**config.mk**
```make
export PLATFORM = sky130hd
export DESIGN_NAME = array_load
export DESIGN_NICKNAME = d
export VERILOG_FILES = /design/src/rtl/array_util_pkg.sv /design/src/rtl/array_load.sv
export SDC_FILE = /design/constraint.sdc
export NUM_CORES = 1
export LEC_CHECK = 0
export ABC_CLOCK_PERIOD_IN_PS = 2500
export BUFFER_PORTS_ARGS = -buffer_cell sky130_fd_sc_hd__buf_2
export CAP_MARGIN = 20
export CORE_ASPECT_RATIO = 0.75
export CORE_MARGIN = 2
export CORE_UTILIZATION = 40
export CTS_CLUSTER_SIZE = 24
export DETAILED_ROUTE_END_ITERATION = 16
export GPL_TIMING_DRIVEN = 0
export PLACE_DENSITY = 0.73
export SLEW_MARGIN = 10
export SYNTH_ARGS = -nofsm -noshare
export SYNTH_HDL_FRONTEND = slang
export SYNTH_SLANG_ARGS = --single-unit
```
**constraint.sdc**
```tcl
create_clock -name clock -period 2.5 [get_ports clock]
set_input_delay 0.5 -clock clock [delete_from_list [all_inputs] [get_ports clock]]
set_output_delay 0.5 -clock clock [all_outputs]
set_load 0.01 [all_outputs]
```
**src/rtl/array_util_pkg.sv**
```systemverilog
// Shared definitions for the array loader and the byte-dump serializer:
// state encoding plus array-size and index-width derivations.
package array_util;

  typedef enum logic {
    StReceiving = 1'b0,
    StSending   = 1'b1
  } array_state_e;

  // Number of whole bytes needed to carry an array of total_bits bits.
  function automatic int unsigned array_size(input int unsigned total_bits);
    return total_bits / 8;
  endfunction

  // Index must be able to represent 0..size inclusive.
  function automatic int unsigned index_width(input int unsigned size);
    return $clog2(size + 1);
  endfunction

endpackage

```
**src/rtl/array_load.sv**
```systemverilog
// Assembles a byte stream into an ARRAY_HEIGHT x ARRAY_WIDTH x CELL_WIDTH array.
// Optional in_last frame-length checking is enabled by defining ARRAY_LOAD_LAST_CHECK_EN.
module array_load
  import array_util::*;
#(
  parameter int unsigned ARRAY_HEIGHT = 16,
  parameter int unsigned ARRAY_WIDTH  = 3,
  parameter int unsigned CELL_WIDTH   = 8
) (
  input  logic                                        clock,
  input  logic                                        reset,
  input  logic [7:0]                                  in_data,
  input  logic                                        in_valid,
  output logic                                        in_ready,
  input  logic                                        in_last,
  output logic [ARRAY_HEIGHT*ARRAY_WIDTH*CELL_WIDTH-1:0] out_data,
  output logic                                        out_valid,
  input  logic                                        out_ready,
  output logic                                        out_error
);

  localparam int unsigned DataWidth = ARRAY_HEIGHT * ARRAY_WIDTH * CELL_WIDTH;
  localparam int unsigned ArraySize = array_size(DataWidth);
  localparam int unsigned IdxWidth  = index_width(ArraySize);
  localparam logic [IdxWidth-1:0] LastIdx = IdxWidth'(ArraySize - 1);

  array_state_e         state_q, state_d;
  logic [IdxWidth-1:0]  index_q, index_d;
  logic [DataWidth-1:0] buffer_q, buffer_d;
  logic                 error_q, error_d;

`ifndef ARRAY_LOAD_LAST_CHECK_EN
  logic unused_in_last;
  assign unused_in_last = in_last;
`endif

  always_comb begin
    state_d  = state_q;
    index_d  = index_q;
    buffer_d = buffer_q;
    error_d  = error_q;
    unique case (state_q)
      StReceiving: begin
        if (in_valid) begin
          for (int k = 0; k < ArraySize; k++) begin
            if (index_q == IdxWidth'(k)) buffer_d[8*k +: 8] = in_data;
          end
`ifdef ARRAY_LOAD_LAST_CHECK_EN
          if (index_q == LastIdx) begin
            state_d = StSending;
            error_d = !in_last;
          end else if (in_last) begin
            // Short frame: unwritten bytes stay zero.
            state_d = StSending;
            error_d = 1'b1;
          end else begin
            index_d = index_q + 1'b1;
          end
`else
          if (index_q == LastIdx) state_d = StSending;
          else                    index_d = index_q + 1'b1;
`endif
        end
      end
      StSending: begin
        if (out_ready) begin
          state_d  = StReceiving;
          index_d  = '0;
          buffer_d = '0;
          error_d  = 1'b0;
        end
      end
      default: state_d = StReceiving;
    endcase
  end

  always_ff @(posedge clock) begin
    if (reset) begin
      state_q  <= StReceiving;
      index_q  <= '0;
      buffer_q <= '0;
      error_q  <= 1'b0;
    end else begin
      state_q  <= state_d;
      index_q  <= index_d;
      buffer_q <= buffer_d;
      error_q  <= error_d;
    end
  end

  assign in_ready  = (state_q == StReceiving);
  assign out_valid = (state_q == StSending);
  assign out_data  = buffer_q;
  assign out_error = error_q;

endmodule

```
==> results of run 1 <==
placed cells by master (no fill, tap or decap), types with 4 or more instances in the layout:
cell	Yosys	layout
o21ai_1	6	6
buf_1	4	4
and3_1	6	6
buf_2	29	426
nor2_8	10	10
nor2b_1	11	10
nor2_1	15	8
a21oi_1	126	126
nand2b_1	12	12
clkbuf_1	90	86
o21ai_2	10	10
clkbuf_16	0	41
clkbuf_8	0	11
mux2i_1	162	162
nand3_1	240	239
clkinvlp_4	0	4
nand3b_1	15	15
nor2_2	10	9
ha_1	4	4
nand2_1	286	286
clkinv_2	0	5
buf_4	4	6
o21ai_0	91	91
clkbuf_2	0	7
nor2_4	0	8
dfxtp_1	391	391
worst max-delay path: cells and delay by family (launching register included):
kind,cells,cell delay [ns]
fa+ha+maj,1,0.14
mux,1,0.25
flops,1,0.37
buf+inv,2,0.49
simple gates,2,1.02
stage by stage:
step	hold slack (ns)	power, mW	std cells	TNS (ns)	cell area, um2
2_1_floorplan	0.479	6.64	1549	0	14300
3_3_place_gp	0.439	6.84	2403	-3.94	16900
3_5_place_dp	0.444	6.84	2403	-6.24	16900
4_1_cts	0.203	12.9	2474	0	18300
5_1_grt	0.227	13.3	2477	-0.214	18400
6_report	0.224	12.9	2477	0	18400
per-layer routing:
layer	GRT usage	part of all wire	vias up
li1	-	-	6171
met1	0.338	0.43	6356
met2	0.414	0.45	580
met3	0.0768	0.093	93
met4	0.0963	0.033	0
met5	0	0	-
state kept, by name (all words and copies together) (netlist names):
register and count:
out_data 384, index_q 6, out_valid 1
cell families (layout without fill, tap and decap cells):
kind of cell,Yosys count,count (layout)
mux,162,162
simple gates,620,620
other cells,1,3
flops,391,391
compound gates,238,238
buf+inv,133,602
fa+ha+maj,4,4
power by group through the flow:
| stage | logic (mW) | clock network [mW] | registers (mW) |
|---|---|---|---|
| after detailed placement | 0.441 | 0 | 6.40 |
| after floorplan | 0.231 | 0 | 6.41 |
| after global placement | 0.434 | 0 | 6.40 |
| after CTS | 0.444 | 6.24 | 6.26 |
| after global routing | 0.480 | 6.53 | 6.26 |
| final | 0.449 | 6.17 | 6.26 |
layout make-up:
| type | instances | share of cell area |
|---|---|---|
| clock buffers | 56 | 0.0650 |
| inverters | 3 | 0.000613 |
| repair buffers | 399 | 0.109 |
| multi-input cells | 1025 | 0.327 |
| clock inverters | 15 | 0.00934 |
| diodes | 2 | 0.000273 |
| plain buffers | 129 | 0.0309 |
| flip-flops and latches | 391 | 0.426 |
| well taps | 457 | 0.0311 |
final timing paths:
kind                                                    to  slack [ns]  cells after the start
worst max register to register   out_data[32]$_SDFFE_PP0P_        0.12                      6
worst max-delay path             out_data[32]$_SDFFE_PP0P_        0.12                      6
worst min register to register  out_data[236]$_SDFFE_PP0P_        0.45                      2
worst min-delay path            out_data[376]$_SDFFE_PP0P_        0.22                      3
what timing repair did:
item                       CTS  global route
setup buffers                0             2
hold endpoints to repair     0             0
pin swaps                    0             1
hold buffers                 0             0
setup endpoints to repair   77           195
gates resized for setup      7            26
==> flow_summary.ini, run 1 <==
[placed_design]
dp_hpwl_mm = 36.8
post-place-ws_ns = -0.186
gp_congestion = 0.862
io_buffer_count = 397

[critical_path]
cp.arrival_ns = 2.82
crit_path_top_delay_cell = nor2_2
critPathLaunchType = flop
cp-end-kind = flop
critPathRequiredTime_ns = 2.95
setup.worst_path.class = flop to flop
crit_start = index_q[0]$_SDFFE_PP0P_
path_cells = inv_1 > ha_1 > clkbuf_1 > nand3b_1 > nor2_2 > mux2i_1
rr_startpoint = index_q[0]$_SDFFE_PP0P_
crit_path_max_fanout = 9
slowest_delay_ns = 0.57

[die]
core_um2 = 35000
start_util = 0.409
pin_count = 400
die_h_um = 168
die_w_um = 223
rows = 59
dieArea_um2 = 37400

[run]
cap_viol_max_count = 0

[timing]
clock_skew_ns = 0.0177
finalCritPeriodShare = 0.950
setup_viol = 0
postLayoutSetupSlackWorst_ns = 0.124
period_minus_slack_ns = 2.38
rsz0062_at_grt = true
tightest_slew_ns = 0.794
slew_viol_final = 0
max_freq_mhz = 421
slew_headroom = 0.471
hold_viol_final = 0

[route]
drc = 0
drtAntennaViolNets = 0
via_per_inst = 5.33
drt_iter0_drc = 982
first_pass_iters = 6
wl_per_cell_um = 20.3
vias = 13200
wl_mm = 50.2

[synth]
avgSynthCellArea_um2 = 9.25
netlist_area_um2 = 14300
synth_cell_types = 39
synth_top_cell_by_area = dfxtp_1
yosys.cell_count.top_type = dfxtp_1
synth_compound_area_frac = 0.0865
synth_commonest_cells = dfxtp_1 (391), nand2_1 (286), nand3_1 (240)
yosys.area_share.simple = 0.210
synth_edf_count = 0
synthAdderAreaFrac = 0.00349
synth-seq-cells = 391
syn_nets = 1566
yosysTopAreaCellShare = 0.546
synthFlopType = dfxtp_1
synthMuxAreaShare = 0.113
syn_inst = 1549
synth_xor_area_frac = 0
async_reset_ff_frac = 0
synth.area.top_cells = dfxtp_1 (55%), mux2i_1 (11%), nand3_1 (8.4%)
synth-warning-count = 0
synth_seq_area_share = 0.546
synth_top_family_by_area = simple AND/OR/NAND/NOR gates

[clock_network]
root_buffer = clkbuf_16
cts.sink_count = 391
cts_tree = done
clk_pin_slew_worst_paths_ns = 0.06
cts_buffers = 39
clk-insertion-delay-late_ns = 0.53
htreeDepth = 2
clk_path_buf_depth = 3

[pwr]
power.density_nw_per_um2 = 702
p_switching_mw = 2.89
combPwrFrac = 0.035
leakagePower_nw = 7.73
switching_share = 0.225
clkPwrFrac = 0.479
p_int_mw = 9.99
p_seq_frac = 0.486
ir_worst_vdd_mv = 0.439

[final_layout]
area_growth_pct = 28.1
nNetsFinal = 2005
fillers = 3213
utilization = 0.525
seqCellArea_um2 = 7830
drive_gt1_frac = 0.275
multi_input_area_um2 = 6010

[run_status]
status = completed

[global_routing]
grt_pass1_vias = 12842
grt_max_degree = 16
antenna_found_initial = 2
grt-ovfl-total = 0
grt_usage = 0.261
grt_pass1_wl_mm = 75.9

[hold_path]
hold_path_class = input port to flop
hold_start = in_data[0]
Power figures use the tool's default switching activity.
==> run 2, diff against run 1 <==
- MAX_ROUTING_LAYER: not set -> met4
- RECOVER_POWER: not set -> 50
==> flow_summary.ini, run 2 (synthesis gave the netlist of run 1 again) <==
[die]
dieArea_um2 = 37400
die_h_um = 168
start_util = 0.409
core_um2 = 35000
pin_count = 400
die_w_um = 223
rows = 59

[critical_path]
reg2reg_depth = 5
cp.arrival_ns = 2.92
crit_path_max_fanout = 10
cp-end-kind = flop
rr_startpoint = out_valid$_SDFF_PP0_
r2r-end = out_data[16]$_SDFFE_PP0P_
setup.worst_path.class = flop to flop
r2r_setup_slack_ns = 0.01
critPathRequiredTime_ns = 2.93
critPathLaunchType = flop

[timing]
finalCritPeriodShare = 0.996
tightest_slew_ns = 0.803
slew_headroom = 0.465
clock_skew_ns = 0.0149
period_minus_slack_ns = 2.49
slew_viol_final = 0
postLayoutSetupSlackWorst_ns = 0.0112
hold_viol_final = 0
setup_viol = 0
rsz0062_at_grt = true
max_freq_mhz = 402
setup_tns_ns = 0

[placed_design]
gp_congestion = 0.875
post-place-ws_ns = -0.186
dp_hpwl_mm = 36.8
place_area_um2 = 16900
io_buffer_count = 397

[final_layout]
utilization = 0.511
fillers = 3416
drive_gt1_frac = 0.0857
seqCellArea_um2 = 7830
layout_common_cells = clkbuf_1 (467), dfxtp_1 (391), nand2_1 (286)
stdcell_area_um2 = 17900
largest_reg_flops = 384
final_common_cell = clkbuf_1
nNetsFinal = 2005
multi_input_area_um2 = 6010
area_growth_pct = 24.8

[global_routing]
grt_max_degree = 16
grt_pass1_wl_mm = 75.8
grt_usage = 0.269
grt-ovfl-total = 0
antenna_found_initial = 2
grt_pass1_vias = 12857

[clock_network]
cts_buffers = 39
root_buffer = clkbuf_16
cts.sink_count = 391
cts_tree = done
clk_pin_slew_worst_paths_ns = 0.06
clk-insertion-delay-late_ns = 0.53
clk_path_buf_depth = 3
htreeDepth = 2

[route]
wl_mm = 50.3
via_per_inst = 5.33
drtAntennaViolNets = 0
drc = 0
first_pass_iters = 5
drt_iter0_drc = 1036
wl_per_cell_um = 20.3
vias = 13212

[pwr]
power.density_nw_per_um2 = 720
ir_worst_vdd_mv = 0.440
leakagePower_nw = 6.05

[hold_path]
min_to = out_data[376]$_SDFFE_PP0P_
holdPathStages = 3
hold_start = in_data[0]
hold_path_class = input port to flop

[run]
cap_viol_max_count = 0

[run_status]
status = completed
[run 2: how the worst max path moves through the flow]
stage / slack (ns) / start / to / depth (start not counted)
4_1_cts: 0.009 / index_q[0]$_SDFFE_PP0P_ / out_data[81]$_SDFFE_PP0P_ / 6
5_1_grt: -0.04 / index_q[1]$_SDFFE_PP0P_ / out_data[289]$_SDFFE_PP0P_ / 7
3_3_place_gp: -0.17 / out_valid$_SDFF_PP0_ / out_data[99]$_SDFFE_PP0P_ / 8
2_1_floorplan: 0.64 / in_valid / out_data[101]$_SDFFE_PP0P_ / 7
3_5_place_dp: -0.19 / out_valid$_SDFF_PP0_ / out_data[100]$_SDFFE_PP0P_ / 8
6_report: 0.01 / out_valid$_SDFF_PP0_ / out_data[16]$_SDFFE_PP0P_ / 5
[run 2: critical path, stage by stage (launching register included)]
cell,delay [ns]
dfxtp_1,0.39
buf_2,0.24
nor2b_1,0.60
nand2b_1,0.42
clkbuf_1,0.43
o21ai_0,0.31
[run 2: repair_timing]
item	CTS	global route
endpoints found under the setup margin	77	195
cloned	0	0
resized for setup	7	23
setup buffers	0	2
pin swaps	0	1
hold buffers	0	0
[run 2: cell type report]
class                           instances  area share
Sequential cell                       391       0.438
Multi-Input combinational cell       1025       0.336
Timing Repair Buffer                  399      0.0854
Clock buffer                           56      0.0667
Tap cell                              457      0.0320
Buffer                                129      0.0316
Clock inverter                         15     0.00959
Inverter                                3    0.000630
Antenna cell                            3    0.000420
[run 2: metal layers]
metal | share of wire | global-route usage
met2 | 0.44 | 0.413
met4 | 0.034 | 0.0963
met1 | 0.44 | 0.343
met5 | 0 | -
met3 | 0.087 | 0.0705
[run 2: where the power goes]
group	internal [mW]	switching (mW)
clock network	3.65	2.52
logic	0.0851	0.359
registers	6.25	0.0141
total	9.98	2.89
[run 2: per-stage QoR]
step | hold slack (ns) | std cells | power (mW)
floorplan | 0.479 | 1549 | 6.64
global placement | 0.439 | 2403 | 6.84
detailed placement | 0.444 | 2403 | 6.84
CTS | 0.203 | 2474 | 12.9
global route | 0.227 | 2477 | 13.3
finish | 0.229 | 2478 | 12.9
==> run 3, diff against run 2 <==
- REMOVE_ABC_BUFFERS: not set -> 1
==> flow_summary.ini, run 3 (synthesis gave the netlist of run 1 again) <==
[run_status]
status = completed

[die]
pin_count = 400
rows = 59
dieArea_um2 = 37400
core_um2 = 35000
die_w_um = 223
die_h_um = 168
start_util = 0.409

[route]
vias = 12732
wl_per_cell_um = 19.9
via_per_inst = 5.37
first_pass_iters = 6
wl_mm = 47.3
drc = 0
drtAntennaViolNets = 0
drt_iter0_drc = 897

[timing]
hold_ws_ns = 0.227
clock_skew_ns = 0.00862
max_freq_mhz = 424
finalCritPeriodShare = 0.943
hold_viol_final = 0
postLayoutSetupSlackWorst_ns = 0.143
slew_viol_final = 0
period_minus_slack_ns = 2.36
tightest_slew_ns = 0.811
setup_viol = 0
rsz0062_at_grt = true
slew_headroom = 0.457

[pwr]
total_power_mw = 12.9
power.density_nw_per_um2 = 722
ir_worst_vdd_mv = 0.423
leakagePower_nw = 6.02

[placed_design]
post-place-ws_ns = -0.492
io_buffer_count = 397
dp_hpwl_mm = 32.1
gp_congestion = 0.808

[global_routing]
grt_usage = 0.251
grt_max_degree = 93
grt_pass1_wl_mm = 71.6
grt-ovfl-total = 0
antenna_found_initial = 1
grt_pass1_vias = 12323

[critical_path]
cp.arrival_ns = 2.81
cp-end-kind = flop
crit_path_max_fanout = 12
critPathRequiredTime_ns = 2.95
critPathLaunchType = flop
setup.worst_path.class = flop to flop

[final_layout]
fillers = 3323
nNetsFinal = 1903
area_growth_pct = 24.5
largest_reg_flops = 384
drive_gt1_frac = 0.0862
layout_common_cells = clkbuf_1 (392), dfxtp_1 (390), nand2_1 (284)
final_common_cell = clkbuf_1

[clock_network]
cts_buffers = 38
cts.sink_count = 391
clk-insertion-delay-late_ns = 0.52
clk_path_buf_depth = 3
clk_pin_slew_worst_paths_ns = 0.06
htreeDepth = 2
cts_tree = done
root_buffer = clkbuf_16

[hold_path]
hold_path_class = input port to flop

[run]
cap_viol_max_count = 0
run 3: cell types whose count changed in the layout (fill, tap and decap cells not counted), moves of 4 or more:
cell      change
buf_1         -4
buf_12       +14
buf_16        +4
buf_2        -33
buf_8         +8
clkbuf_1     -75
clkbuf_2      -6
clkbuf_8      -5
nand2b_1      -9
nand2b_2      +9
nor2_4        -4
nor2b_1       -8
nor2b_2       +8
run 3: repair_timing:
| item | in CTS | in global routing |
|---|---|---|
| endpoints found under the hold margin | 0 | 0 |
| resized for setup | 5 | 5 |
| pin swaps | 1 | 0 |
| hold buffers | 0 | 0 |
| setup buffers | 1 | 0 |
| cloned | 1 | 0 |
| endpoints found under the setup margin | 299 | 97 |
run 3: critical path: stages, from the launching register on:
cell      delay (ns)
dfxtp_1         0.43
ha_1            0.57
nand3b_1        0.46
nor2_2          0.57
mux2i_1         0.25
run 3: final timing paths:
kind | from | end | slack, ns | cells after the start
setup / recovery | index_q[0]$_SDFFE_PP0P_ | out_data[91]$_SDFFE_PP0P_ | 0.14 | 4
hold / removal | in_data[5] | out_data[381]$_SDFFE_PP0P_ | 0.23 | 3
setup reg to reg | index_q[0]$_SDFFE_PP0P_ | out_data[91]$_SDFFE_PP0P_ | 0.14 | 4
hold reg to reg | out_data[94]$_SDFFE_PP0P_ | out_data[94]$_SDFFE_PP0P_ | 0.46 | 2
run 3: through the flow:
| stage | util | setup TNS (ns) | cells | cell area (um2) |
|---|---|---|---|---|
| final | 0.510 | 0 | 2372 | 17800 |
| after global routing | 0.510 | -0.127 | 2372 | 17800 |
| after CTS | 0.523 | 0 | 2371 | 18300 |
| after detailed placement | 0.484 | -68.70 | 2301 | 16900 |
| after global placement | 0.467 | -3229.33 | 2273 | 16300 |
| after floorplan | - | -1724.21 | 1419 | 13800 |
run 3: metal layers:
| metal | part of all wire | routed length [um] | global-route usage |
|---|---|---|---|
| met2 | 0.45 | 21100 | 0.385 |
| met5 | 0 | 0 | - |
| met3 | 0.084 | 3960 | 0.0571 |
| met1 | 0.44 | 20700 | 0.327 |
| met4 | 0.033 | 1580 | 0.0852 |
run 3: area by class of cell:
class | instances | area, um2 | area share
Multi-Input combinational cell | 1026 | 6040 | 0.338
Tap cell | 457 | 572 | 0.0321
Timing Repair Buffer | 426 | 2050 | 0.115
Clock buffer | 56 | 1140 | 0.0640
Inverter | 3 | 11.3 | 0.000631
Sequential cell | 391 | 7830 | 0.439
Antenna cell | 1 | 2.50 | 0.000140
Clock inverter | 12 | 196 | 0.0110
run 3: power breakdown:
group | internal [mW] | switching, mW
Combinational | 0.129 | 0.358
Sequential | 6.25 | 0.0154
Clock | 3.69 | 2.43
Total | 10.1 | 2.80
